File: config.mk
export PLATFORM = sky130hd
export DESIGN_NAME = ysyx_2022040010_uncache_ctrl
export DESIGN_NICKNAME = d
export VERILOG_FILES = /design/src/rtl/ysyx_2022040010_uncache_ctrl.sv
export SDC_FILE = /design/constraint.sdc
export NUM_CORES = 1
export LEC_CHECK = 0
export BUFFER_PORTS_ARGS = -buffer_cell sky130_fd_sc_hd__buf_2
export CORE_AREA = 5 5 157 159
export CTS_CLUSTER_DIAMETER = 150
export DETAILED_ROUTE_END_ITERATION = 7
export DIE_AREA = 0 0 162 164
export PLACE_DENSITY_LB_ADDON = 0.1
export SETUP_SLACK_MARGIN = 0.15
export SLEW_MARGIN = 10
export SYNTH_ARGS = -nofsm -noshare
export SYNTH_HDL_FRONTEND = slang
export SYNTH_SLANG_ARGS = --single-unit
File: constraint.sdc
create_clock -name clk -period 3.8 [get_ports clk]
set_input_delay 0.38 -clock clk [delete_from_list [all_inputs] [get_ports clk]]
set_output_delay 0.38 -clock clk [all_outputs]
set_load 0.02 [all_outputs]
File: src/rtl/ysyx_2022040010_uncache_ctrl.sv
// Uncached (MMIO) access controller for the LSU data-SRAM path.
// It accepts one uncached load or store at a time and forwards it to the AXI bridge.
// The pipeline is stalled while a blocking access is outstanding.
// Stores may optionally be posted, so the pipeline keeps running while they complete.
// Each access finishes with a one-cycle hit pulse, with err set on a bus error or timeout.
module ysyx_2022040010_uncache_ctrl #(
    parameter int ADDR_W      = 64,
    parameter int DATA_W      = 64,
    parameter int TIMEOUT     = 255,
    parameter int POST_WRITES = 1
) (
    input  logic                clk,
    input  logic                rst,
    input  logic                uncache,
    input  logic                dsram_e,
    input  logic                dsram_we,
    input  logic [ADDR_W-1:0]   dsram_addr,
    input  logic [DATA_W-1:0]   dsram_wdata,
    input  logic [DATA_W/8-1:0] dsram_sel,
    output logic                stallreq,
    output logic                miss,
    output logic                hit,
    output logic                err,
    output logic [DATA_W-1:0]   rdata,
    output logic                axi_req,
    output logic                axi_we,
    output logic [ADDR_W-1:0]   axi_addr,
    output logic [DATA_W-1:0]   axi_wdata,
    output logic [DATA_W/8-1:0] axi_wstrb,
    input  logic                axi_gnt,
    input  logic                refresh,
    input  logic [DATA_W-1:0]   axi_rdata,
    input  logic                axi_rerr
);

    localparam int STRB_W = DATA_W / 8;
    localparam int CNT_W  = 16;

    // The counter holds the number of WAIT cycles already spent.
    // The timeout therefore fires on the TIMEOUT-th WAIT cycle.
    // That is the same cycle on which a refresh arriving TIMEOUT cycles after the grant would complete.
    localparam logic [CNT_W-1:0] CNT_LAST = CNT_W'(TIMEOUT - 1);

    localparam logic POST_CFG = (POST_WRITES == 1);

    typedef enum logic [1:0] {
        S_IDLE,
        S_REQ,
        S_WAIT,
        S_DONE
    } state_t;

    state_t              r_state;
    state_t              w_state_next;

    logic [ADDR_W-1:0]   r_addr;
    logic [DATA_W-1:0]   r_wdata;
    logic [STRB_W-1:0]   r_wstrb;
    logic                r_we;
    logic                r_posted;
    logic                r_err;
    logic [DATA_W-1:0]   r_rdata;
    logic [CNT_W-1:0]    r_cnt;

    logic                w_uc_access;
    logic                w_accept;
    logic                w_resp;
    logic                w_timeout;
    logic                w_pend_blk;

    assign w_uc_access = uncache & dsram_e;
    assign w_accept    = (r_state == S_IDLE) & w_uc_access;
    assign w_resp      = (r_state == S_WAIT) & refresh;
    assign w_timeout   = (r_state == S_WAIT) & ~refresh & (r_cnt == CNT_LAST);
    assign w_pend_blk  = ~r_posted;

    // State register. Reset abandons any access in flight.
    always_ff @(posedge clk) begin
        if (rst) begin
            r_state <= S_IDLE;
        end else begin
            r_state <= w_state_next;
        end
    end

    // Next-state logic.
    // A refresh seen outside WAIT is a bridge protocol violation and is ignored.
    always_comb begin
        w_state_next = r_state;
        unique case (r_state)
            S_IDLE: if (w_accept) w_state_next = S_REQ;
            S_REQ:  if (axi_gnt) w_state_next = S_WAIT;
            S_WAIT: if (w_resp || w_timeout) w_state_next = S_DONE;
            S_DONE: w_state_next = S_IDLE;
            default: w_state_next = S_IDLE;
        endcase
    end

    // Stall request.
    // A blocking access holds the pipeline until its DONE cycle.
    // A posted store only stalls a second uncached access, and only until the controller is idle again.
    always_comb begin
        stallreq = 1'b0;
        unique case (r_state)
            S_IDLE:         stallreq = w_uc_access & ~(dsram_we & POST_CFG);
            S_REQ, S_WAIT:  stallreq = w_pend_blk | w_uc_access;
            S_DONE:         stallreq = ~w_pend_blk & w_uc_access;
            default:        stallreq = 1'b0;
        endcase
    end

    // Request latch.
    // The access is captured only on acceptance in IDLE.
    // An access the pipeline keeps presenting while stalled is therefore never captured twice.
    always_ff @(posedge clk) begin
        if (rst) begin
            r_addr   <= '0;
            r_wdata  <= '0;
            r_wstrb  <= '0;
            r_we     <= 1'b0;
            r_posted <= 1'b0;
        end else if (w_accept) begin
            r_addr   <= dsram_addr;
            r_wdata  <= dsram_wdata;
            r_wstrb  <= dsram_sel;
            r_we     <= dsram_we;
            r_posted <= dsram_we & POST_CFG;
        end
    end

    // Wait-cycle counter: cleared at the grant, then counting every cycle spent in WAIT.
    always_ff @(posedge clk) begin
        if (rst) begin
            r_cnt <= '0;
        end else if ((r_state == S_REQ) && axi_gnt) begin
            r_cnt <= '0;
        end else if (r_state == S_WAIT) begin
            r_cnt <= r_cnt + 1'b1;
        end
    end

    // Response capture.
    // A real response takes priority over a timeout on the same cycle.
    // Only loads touch the read-data register, so a store leaves the last load data visible.
    always_ff @(posedge clk) begin
        if (rst) begin
            r_rdata <= '0;
            r_err   <= 1'b0;
        end else if (w_resp) begin
            if (!r_we) begin
                r_rdata <= axi_rdata;
            end
            r_err <= axi_rerr;
        end else if (w_timeout) begin
            if (!r_we) begin
                r_rdata <= '0;
            end
            r_err <= 1'b1;
        end
    end

    assign miss      = uncache;
    assign hit       = (r_state == S_DONE);
    assign err       = (r_state == S_DONE) & r_err;
    assign rdata     = r_rdata;
    assign axi_req   = (r_state == S_REQ);
    assign axi_we    = r_we;
    assign axi_addr  = r_addr;
    assign axi_wdata = r_wdata;
    assign axi_wstrb = r_wstrb;

endmodule

; ---- Word-level counts from Yosys, hierarchy flattened
; Index checks and enable logic that the tools add are counted.
[op_classes]
n_addsub = 1
eq_ne = 9
n_mux = 11
bitwise_logic = 12
n_reduce_logical = 8
[op_table]
columns = op, count
row1 = 64-bit two-way mux, 4
row2 = 16-bit by 1-bit adder with 16-bit output (second input constant), 1
row3 = 16-bit by 8-bit == test with 1-bit output (second input constant), 1
row4 = 1-bit bitwise AND, 8
row5 = 2-bit one-hot mux with 4 select lines, 1
row6 = 2-bit two-way mux, 3
row7 = 2-bit inequality test (second input constant), 3
row8 = 3-bit AND reduction, 2
row9 = 2-bit == test (second input constant), 2
row10 = 2-bit by 1-bit inequality test with 1-bit output (second input constant), 2
row11 = 2-bit OR reduction, 2
row12 = 1-bit inverter, 3
row13 = 1-bit one-hot mux with 3 select lines, 1
row14 = 2-bit by 1-bit == test with 1-bit output (second input constant), 1
row15 = 2-bit logical NOT, 1
row16 = 1-bit two-way mux, 2
row17 = 2-bit nonzero test, 1
row18 = 1-bit logical AND, 1
row19 = 1-bit logical OR, 1
row20 = 1-bit bitwise OR, 1
[word_totals]
regBits = 220
input_bits = 208
output_inout_bits = 206

; ---- Depth between registers and ports, before layout
[logic_depth]
ltp_word = 6
mapped_depth = 8
mapped_depth_nobuf = 7

; ---- Least setup slack after synthesis
; No wires, ideal clock.
[synth_timing]
path_type = register -> register
start = register r_state[0]
end = register r_rdata[10], in the netlist rdata[10]
arrival_ns = 1.710
required_time_ns = 3.741
path_slack_ns = 2.031
stages_incl_launch_ff = 8
n_path_buf = 2
synth_period_minus_slack_ns = 1.769
path_cell_list = dfxtp_1 inv_1 ha_1 buf_2 and2_1 o31ai_4 buf_6 a22o_1
[synth_between]
elab_chain_len = 5
elab_cells_between_ends = 9
cone_classes = eq/ne: 3 / mux: 1 / bitwise: 3 / reduce/logical: 2
[synth_lines]
columns = item, line
row1 = start: declaration, 53  ; state_t r_state;
row2 = start signal: assignment, 82  ; r_state <= w_state_next;
row3 = 2-bit == test *, "73, 74"
row4 = 1-bit bitwise AND (2 in series), 74  ; assign w_timeout = (r_state == S_WAIT) & ~refresh & (r_cnt == CNT_LAST);
row5 = 2-bit inequality test (no source line) or 2-bit nonzero test (tied branches), -
row6 = 3-bit AND reduction (no source line), -
row7 = end signal: assignment, 151  ; r_rdata <= axi_rdata;
row8 = end: declaration, 62  ; logic [DATA_W-1:0] r_rdata;
; Every way passes the cells marked *; elsewhere a longest branch is shown, timed or not.
; A chain may end at the register's enable or synchronous reset.

; ---- Worst setup path in the final report
[layout_timing]
start = register r_state[0]
end = register r_rdata[19], in the netlist rdata[19]
; Same word-level chain as after synthesis.

==> out/summary.txt <==
Outcome = completed
Pwr per Cell Area = 615.5 mW/mm^2
Crit path launch type = flip-flop
Detailed Route WL = 25.86 mm
Syn avg cell area = 8.913 sq um
Power Internal = 4561 uW
First-pass GRT wire length = 38.38 mm
Slew HR = 38.15%
Area grow syn2layout = 40.86%
Worst setup margin = 1.453 ns
Setup tns final = 0 ns
Largest net degree at the start of global routing = 83
# hold bufs at CTS = 0
Worst ir drop on vdd = 390.9 uV
Maximum capacitance violations = 0
Hold Startpoint = dsram_wdata[58]
Yosys warnings = 0
Unique masters post-synth = 34
Core footprint = 0.02312 sq mm
Vias in the first global route = 6820
Chip width = 162 um
Global route total overflow = 0
Static leakage = 0.005018 uW
Mapped Cells = 852
Clock share of power = 36.8%
PortBufs = 413
CTS sink cnt = 220
Via count = 7165
Top post-synthesis cells by area = dfxtp_1 58%, nand2_1 14%, a21oi_1 9.3%
CP endpoint kind = flip-flop
Routability cong. = 0.7662
Crit Path Max Fanout = 64
Initial antenna violation count = 3
Num rows = 56
Fin crit period = 2.348 ns
Final HPWL from detailed placement = 18.57 mm
Pre-CTS WS = 1.463 ns
Reg2reg end = rdata[19]
Crit path max-delay cell type = nor4_4
Power, Total = 6584 uW
Gr usage total = 17.88%
WHS Endpoint = axi_wdata[58]
Router iterations before antenna repair = 4
CP top delay family = simple AND/OR/NAND/NOR gates
Logic pwr share = 22.2%
CTS Buf Count = 25
Worst hold path class = input pin to flip-flop
Final core utilization = 46.26%
Clock latency at the later pin of the worst-skew pair = 0.51 ns
Crit Path Class = flip-flop to flip-flop
Switching share of power = 30.72%
Cell chain of the critical path = inv_1 > ha_1 > nand3_1 > nor4_4 > o31ai_4 > buf_4 > a22o_1
RSZ-0062 raised after global routing = no
FF-to-FF setup slack = 1.45 ns
Most Crowded Layer GR = met2
IO Pins = 414
First DRT Iteration DRCs = 339
Final Skew = 0.02741 ns
Worst Max-Slew Pin Slew = 0.9277 ns
CTS tree = built
Fin. Hold Viols = 0
PostCTS Resize Cnt = 0
Area fraction of the dominant cell type after synthesis = 58.00%
Hold Path Depth = 3
Avg Vias per Cell = 4.623
Reg2Reg Launch Point = r_state[0]
Path depth of the worst reg2reg path = 7
Grt met1 use = 21.24%
CP Data Arrival Time = 2.72 ns
ANT nets after route = 0
Final Setup Violations = 0
Avg WL per Cell = 16.68 um
CTS max path bufs = 3
Hold WS = 0.1008 ns
Die area = 0.02657 sq mm
Syn_nets = 1067
Seq cells post-synth = 220
Root Driver = clkbuf_16
Starting Density = 32.84%
Met2 usage = 29.95%
H-Tree Depth = 1
Post-CTS setup buffers = 0
Cell Area, Synth = 0.007594 sq mm
Grt met3 use = 7.604%
Filler instances = 2353
Fin crit share = 61.78%
Die height = 164 um
Net Switching = 2022 uW
Buf/Inv on CP = 2
Fin nets = 1455
Flop pwr share = 41.0%
Clk pin slew, worst setup/hold paths = 0.06 ns
Residual DRC = 0
Worst EP required = 4.17 ns
Top cell type by total area after synthesis = dfxtp_1
Seq/Total Area, Yosys = 58.00%
Slew Limit Fails = 0
Fraction of layout cells with a size suffix above 1 = 37.12%
Crit-path max cell delay = 0.45 ns
Maximum clock rate = 0.4260 GHz
-- synth_stat cells --
library cell / count
o21ai_1: 1
o21ai_0: 4
nor3_2: 1
buf_1: 7
mux2i_1: 2
and3_1: 3
nor4_1: 1
nand4_1: 5
buf_2: 1
inv_1: 4
xor2_1: 9
xnor2_1: 3
nand3b_1: 1
nand2_1: 281
dfxtp_1: 220
a221oi_1: 1
nor2_1: 15
buf_4: 1
nor3_1: 4
a21o_1: 1
clkbuf_1: 46
nand3_1: 8
or4_4: 1
o31ai_4: 1
and2_1: 3
buf_6: 6
nand2b_1: 4
a22o_1: 64
or3_1: 3
a211oi_1: 1
nor4_4: 1
ha_1: 7
a21oi_1: 141
nor2b_1: 1
-- layout by cell type (no fill, tap or decap), types with 3 or more instances in the layout --
cell	instances
clkbuf_1	6
and2_1	3
o21ai_0	4
nand2b_1	4
a21oi_1	141
nand3_1	7
nand2_1	281
buf_2	412
buf_4	9
ha_1	7
nor3_1	4
clkbuf_16	25
clkbuf_8	8
inv_1	4
or3_1	3
xor2_1	9
xnor2_1	3
dfxtp_1	220
nand4_1	5
a22o_1	64
clkinv_2	3
nor2_1	15
-- routing by layer --
metal	vias up	wire, um
met5	-	7
met4	2	592
met2	288	12110
li1	3636	-
met1	3199	10380
met3	40	2767
-- cells by family after synthesis --
logic type / share of synthesized area, %
AOI/OAI and AO/OA: 17.60
xor gates and xnor gates: 1.384
adders and majority gates: 1.153
buffers and inverters: 3.872
DFF: 58.00
muxes: 0.2636
and+or+nand+nor: 17.73
-- power groups by stage --
stage / sequential, uW / clock (uW) / combinational, uW
2_1_floorplan: 3040 / 0 / 629
3_3_place_gp: 2750 / 0 / 1480
3_5_place_dp: 2750 / 0 / 1490
4_1_cts: 2700 / 2520 / 1490
5_1_grt: 2730 / 2610 / 1600
6_report: 2700 / 2420 / 1460
-- worst register-to-register path: stages, from the launching register on --
cell and delay (ns):
dfxtp_1 0.33, inv_1 0.12, ha_1 0.37, nand3_1 0.23, nor4_4 0.45, o31ai_4 0.08, buf_4 0.34, a22o_1 0.32
-- through the flow --
step	cells	area, sq um
2_1_floorplan	852	7594
3_3_place_gp	1503	9851
3_5_place_dp	1503	9851
4_1_cts	1548	10690
5_1_grt	1550	10700
6_report	1550	10700
-- worst max path at each step --
stage                from   endpoint  slack (ns)  cells past startpoint
4_1_cts        r_state[0]  rdata[19]        1.43                      7
5_1_grt        r_state[0]  rdata[28]        1.28                      7
2_1_floorplan  r_state[0]  rdata[10]        2.03                      7
6_report       r_state[0]  rdata[19]        1.45                      7
3_5_place_dp   r_state[0]  rdata[16]        1.46                      7
3_3_place_gp   r_state[0]  rdata[17]        1.52                      7
-- cell type report --
class	count	area [sq um]	area share, %
Antenna cell	2	5.005	0.04679
Clock inverter	6	82.58	0.7720
Sequential cell	220	4404	41.17
Inverter	4	15.01	0.1404
Timing Repair Buffer	422	2150	20.10
Clock buffer	39	758.2	7.089
Multi-Input combinational cell	567	2919	27.29
Tap cell	290	362.8	3.392
-- state kept, by name (all words and copies together) (netlist names) --
register   cells
r_err          1
axi_addr      64
rdata         64
r_cnt         16
r_state        2
axi_wstrb      8
r_posted       1
axi_wdata     64
Power figures use the tool's default switching activity.
